File: config.mk
export PLATFORM = sky130hd
export DESIGN_NAME = pocket_call_ctrl
export DESIGN_NICKNAME = d
export VERILOG_FILES = /design/src/rtl/pocket_call_ctrl.sv
export SDC_FILE = /design/constraint.sdc
export NUM_CORES = 1
export LEC_CHECK = 0
export BUFFER_PORTS_ARGS = -buffer_cell sky130_fd_sc_hd__buf_2
export CAP_MARGIN = 15
export CORE_MARGIN = 2
export CORE_UTILIZATION = 46
export DETAILED_ROUTE_END_ITERATION = 8
export PLACE_DENSITY_LB_ADDON = 0.12
export SLEW_MARGIN = 40
export SYNTH_ARGS = -nofsm -noshare
export SYNTH_HDL_FRONTEND = slang
export SYNTH_SLANG_ARGS = --single-unit
File: constraint.sdc
create_clock -name clk -period 2 [get_ports clk]
set_input_delay 0.2 -clock clk [delete_from_list [all_inputs] [get_ports clk]]
set_output_delay 0.2 -clock clk [all_outputs]
set_load 0.02 [all_outputs]
File: src/rtl/pocket_call_ctrl.sv
// Pocket-call controller: the player picks a target hole (1..6) with key pulses, locks it, and
// the next pocketed ball is judged against it. Drives the hole number into the overlay (0 = none).
//
// state  | meaning
// IDLE   | no call active, nothing drawn
// SELECT | player choosing a hole, number blinks
// LOCKED | choice confirmed, waiting for a pocketed ball
// RESULT | call judged, locked number shown for RESULT_FRAMES frames

module pocket_call_ctrl #(
   parameter int BLINK_FRAMES  = 16,
   parameter int RESULT_FRAMES = 120,
   parameter int DEFAULT_HOLE  = 1
) (
   input  logic       clk,
   input  logic       resetN,
   input  logic       startOfFrame,
   input  logic       callRequest,
   input  logic       abortCall,
   input  logic       keyLeftP,
   input  logic       keyRightP,
   input  logic       keyEnterP,
   input  logic       ballPocketed,
   input  logic [2:0] pocketedHole,
   output logic [2:0] holeNumber,
   output logic       callLocked,
   output logic       callDone,
   output logic       callSuccess
);

   localparam logic [7:0] BLINK_LAST  = 8'(BLINK_FRAMES - 1);
   localparam logic [7:0] RESULT_LAST = 8'(RESULT_FRAMES - 1);
   localparam logic [2:0] SEL_DEFAULT = 3'(DEFAULT_HOLE);

   typedef enum logic [1:0] {
      ST_IDLE   = 2'd0,
      ST_SELECT = 2'd1,
      ST_LOCKED = 2'd2,
      ST_RESULT = 2'd3
   } state_t;

   state_t     state_q, state_d;
   logic [2:0] sel_q, sel_d;
   logic [7:0] frame_cnt_q, frame_cnt_d;
   logic       blink_on_q, blink_on_d;
   logic [2:0] hole_q, hole_d;
   logic       locked_q, locked_d;
   logic       done_q, done_d;
   logic       success_q, success_d;

   logic       key_any;
   logic       key_move;
   logic [2:0] sel_next;
   logic [2:0] sel_prev;

   assign key_any  = keyLeftP | keyRightP;
   assign key_move = keyLeftP ^ keyRightP;

   // Wrap arithmetic also pulls any out-of-range value back into 1..6.
   always_comb begin
      sel_next = (sel_q >= 3'd6 || sel_q == 3'd0) ? 3'd1 : sel_q + 3'd1;
      sel_prev = (sel_q <= 3'd1 || sel_q > 3'd6)  ? 3'd6 : sel_q - 3'd1;
   end

   always_ff @(posedge clk or negedge resetN) begin
      if (!resetN) begin
         state_q     <= ST_IDLE;
         sel_q       <= SEL_DEFAULT;
         frame_cnt_q <= 8'd0;
         blink_on_q  <= 1'b1;
         hole_q      <= 3'd0;
         locked_q    <= 1'b0;
         done_q      <= 1'b0;
         success_q   <= 1'b0;
      end else begin
         state_q     <= state_d;
         sel_q       <= sel_d;
         frame_cnt_q <= frame_cnt_d;
         blink_on_q  <= blink_on_d;
         hole_q      <= hole_d;
         locked_q    <= locked_d;
         done_q      <= done_d;
         success_q   <= success_d;
      end
   end

   always_comb begin
      state_d     = state_q;
      sel_d       = sel_q;
      frame_cnt_d = frame_cnt_q;
      blink_on_d  = blink_on_q;
      done_d      = 1'b0;
      success_d   = success_q;

      if (abortCall) begin
         state_d     = ST_IDLE;
         frame_cnt_d = 8'd0;
      end else begin
         unique case (state_q)
            ST_IDLE: begin
               if (callRequest) begin
                  state_d     = ST_SELECT;
                  sel_d       = SEL_DEFAULT;
                  frame_cnt_d = 8'd0;
                  blink_on_d  = 1'b1;
                  success_d   = 1'b0;
               end
            end
            ST_SELECT: begin
               if (keyEnterP) begin
                  state_d     = ST_LOCKED;
                  frame_cnt_d = 8'd0;
               end else if (key_any) begin
                  // Any key press restarts the blink with the number visible.
                  frame_cnt_d = 8'd0;
                  blink_on_d  = 1'b1;
                  if (key_move) begin
                     sel_d = keyRightP ? sel_next : sel_prev;
                  end
               end else if (startOfFrame) begin
                  if (frame_cnt_q == BLINK_LAST) begin
                     frame_cnt_d = 8'd0;
                     blink_on_d  = ~blink_on_q;
                  end else begin
                     frame_cnt_d = frame_cnt_q + 8'd1;
                  end
               end
            end
            ST_LOCKED: begin
               if (ballPocketed) begin
                  state_d     = ST_RESULT;
                  done_d      = 1'b1;
                  success_d   = (pocketedHole == sel_q);
                  frame_cnt_d = 8'd0;
               end
            end
            ST_RESULT: begin
               if (startOfFrame) begin
                  if (frame_cnt_q == RESULT_LAST) begin
                     state_d     = ST_IDLE;
                     frame_cnt_d = 8'd0;
                  end else begin
                     frame_cnt_d = frame_cnt_q + 8'd1;
                  end
               end
            end
            default: begin
               state_d     = ST_IDLE;
               frame_cnt_d = 8'd0;
            end
         endcase
      end
   end

   // Outputs are decoded from the next state so they register alongside it.
   always_comb begin
      hole_d   = 3'd0;
      locked_d = 1'b0;
      unique case (state_d)
         ST_IDLE:   hole_d = 3'd0;
         ST_SELECT: hole_d = blink_on_d ? sel_d : 3'd0;
         ST_LOCKED: begin
            hole_d   = sel_d;
            locked_d = 1'b1;
         end
         ST_RESULT: hole_d = sel_d;
         default:   hole_d = 3'd0;
      endcase
   end

   assign holeNumber  = hole_q;
   assign callLocked  = locked_q;
   assign callDone    = done_q;
   assign callSuccess = success_q;

endmodule

==> run summary <==
Ys async rst share -> 100%
Tcrit/Tclk final -> 92.7%
P&R area growth vs syn -> 16.0%
Clock transition at path regs -> 0.12 ns
Post-Syn Instances -> 144
CTS tree -> built
VDD IR max -> 0.497 mV
CP Data Arrival Time -> 2.06 ns
Filler cells -> 253
Worst setup startpoint -> sel_q[0]
Num ports -> 18
Design Area, Final -> 1530 sq um
Overall power -> 1.10 mW
Antenna cell count -> 0
NumNets Final -> 190
Largest stage delay, worst path -> 0.56 ns
DIE WIDTH -> 57.5 um
Register area -> 503 sq um
Core footprint -> 2730 sq um
First-pass GRT wire length -> 5050 um
Die ar. -> 3300 sq um
# rows -> 19
GPL Wtd Cong -> 0.787
Max-slew headroom -> 69.6%
Worst path cell trace -> inv_1, ha_1, mux2_2, a211oi_4, o21ai_0, o21a_1, nor2b_1
HPWL Detailed -> 2150 um
Gate power share -> 34.0%
Crit end category -> flip-flop
Pin count of the biggest net entering global routing -> 21
Worst-path maximum fanout -> 3
Clock share of power -> 22.6%
Total GRT Usage -> 19.8%
Final WL -> 2930 um
WHS -> 0.141 ns
Setup Skew -> 0.00116 ns
CP Launch Type -> flip-flop
Result of the run -> complete, no violations
CTS Buf Count -> 3
Lkg Pwr -> 0.680 nW
Buf/Inv on CP -> 1
DR WL/cell -> 14.5 um
Syn_area_per_cell -> 9.13 sq um
Max Slew Vio Count -> 0
Final Hold Viols -> 0
FF-to-FF Start -> sel_q[0]
Setup Total Neg Slack -> 0 ns
Max cap viols -> 0
Part of the power in registers -> 43.4%
Number of synthesized register bits -> 20
Synthesized Nets -> 162
Antenna violations before repair -> 0
Commonest non-fill, non-tap cells in the layout -> 18 x dfrtp_1, 17 x buf_2, 12 x inv_1, 11 x nand2_1
Cell Area, Placed -> 1460 sq um
Overflow after GRT -> 0
TritonRoute pass-1 iters -> 5
Via count -> 1,166
RSZ-0062 raised after global routing -> false
Vias in the first global route -> 1,112
Ys Warns -> 0
Data required, critical path -> 2.21 ns
Layout cells sized above 1 -> 25.7%
Starting DRT DRC Count -> 44
Commonest non-fill, non-tap cell in the layout -> dfrtp_1
Hold Crit Class -> input pin to flip-flop
Cell family with most CP delay -> flip-flops
CTS sink cnt -> 20
Multi-input combinational cell area -> 739 sq um
Internal power -> 726 uW
EDFF count, synth -> 0
H-tree Lvls -> 1
Vias/cell -> 5.77
Post-synth cell types -> 44
Count of input and output buffers -> 17
Worst-Margin Slew -> 0.455 ns
Core Util, Final -> 55.8%
Final setup vio count -> 0
Sw Ratio -> 34.3%
Seq/Total Area, Yosys -> 38.2%
Max Clock Freq -> 540 MHz
Die Span Y -> 57.5 um
Crit path kind -> flip-flop to flip-flop
Ys flop type -> dfrtp_1
Synth Cell Area -> 1320 sq um
Final worst path period need -> 1.85 ns
Slowest stage cell, crit path -> dfstp_2
Root Buffer Master -> clkbuf_4
NetSw -> 379 uW
Power Density -> 724 nW/um^2
DRC viols -> 0
Skew-Pair Late Insertion Delay -> 0.31 ns
Final antenna-violating net count -> 0
Initial Util -> 48.1%
HP Start -> ballPocketed
Longest Clk Path Bufs -> 2
stage by stage:
| stage | setup slack, ns | instances |
|---|---|---|
| CTS | 0.0657 | 200 |
| global placement | 0.138 | 195 |
| global route | 0.00644 | 202 |
| floorplan | 0.220 | 144 |
| detailed placement | 0.0818 | 195 |
| finish | 0.147 | 202 |
Yosys cell counts, types with 2 or more instances:
cell type / instances / share of area [%]
dfrtp_1: 18 / 34
nand3_1: 6 / 2.3
nand2_1: 11 / 3.1
buf_6: 2 / 1.7
o22ai_1: 5 / 2.4
nor2b_1: 6 / 2.9
nor2_1: 7 / 2.0
o41ai_1: 2 / 1.3
nand4_1: 4 / 1.9
o21ai_0: 9 / 3.4
nand3b_1: 2 / 1.1
a21oi_1: 7 / 2.7
a22o_1: 2 / 1.3
and3_1: 2 / 0.95
dfstp_2: 2 / 4.0
o211ai_1: 3 / 1.7
o21ai_1: 2 / 0.76
o21a_1: 2 / 1.1
nand2b_1: 7 / 3.3
ha_1: 6 / 5.7
mux2_2: 3 / 2.6
xnor2_1: 3 / 2.0
inv_1: 12 / 3.4
cells by family after synthesis:
| group | Yosys count | synth area share [%] |
|---|---|---|
| AND/OR/NAND/NOR | 56 | 24.8 |
| AO/OA/AOI/OAI | 40 | 20.6 |
| flip-flops | 20 | 38.2 |
| adder cells (fa/ha/maj) | 6 | 5.71 |
| buffers and inverters | 16 | 6.09 |
| XOR/XNOR | 3 | 2.00 |
| multiplexers | 3 | 2.57 |
flip-flops by register name (all words and copies together), names as in the netlist:
signal	flops
blink_on_q	1
callDone	1
callLocked	1
callSuccess	1
frame_cnt_q	8
holeNumber	3
sel_q	3
state_q	2
worst paths after layout:
check	cells past startpoint	to	slack, ns
max in group asynchronous	2	sel_q[0]	1.31
min reg2reg	2	callSuccess	0.49
max	7	holeNumber[0]	0.15
min in group asynchronous	2	callSuccess	0.35
max reg2reg	7	holeNumber[0]	0.15
min	2	callDone	0.14
layer usage:
metal	track usage [%]	routed length [um]	up-vias
met4	6.98	36	0
met1	27.9	1420	566
met5	0	0	-
met2	31.5	1360	24
met3	2.27	110	4
li1	-	-	572
power by group through the flow:
stage,clock [mW],combinational [mW],sequential (mW)
global placement,0,0.337,0.490
finish,0.249,0.376,0.480
global route,0.275,0.420,0.486
CTS,0.255,0.355,0.483
floorplan,0,0.216,0.508
detailed placement,0,0.350,0.490
area by class of cell:
type,count,share of cell area [%]
Timing Repair Buffer,27,10.7
Tap cell,31,2.54
Inverter,12,2.95
Clock buffer,4,2.38
Multi-Input combinational cell,108,48.5
Sequential cell,20,33.0
worst reg2reg max path, cell delays in order (launching register included):
cell and delay (ns):
dfstp_2 0.56, inv_1 0.07, ha_1 0.19, mux2_2 0.30
a211oi_4 0.24, o21ai_0 0.12, o21a_1 0.13, nor2b_1 0.13
timing repair:
| action | in CTS | in global routing |
|---|---|---|
| setup endpoints to repair | 0 | 2 |
| endpoints found under the hold margin | 18 | 0 |
| resized for setup | 0 | 1 |
| hold buffers | 1 | 0 |
| buffers inserted | 0 | 2 |
Power figures use the tool's default switching activity.
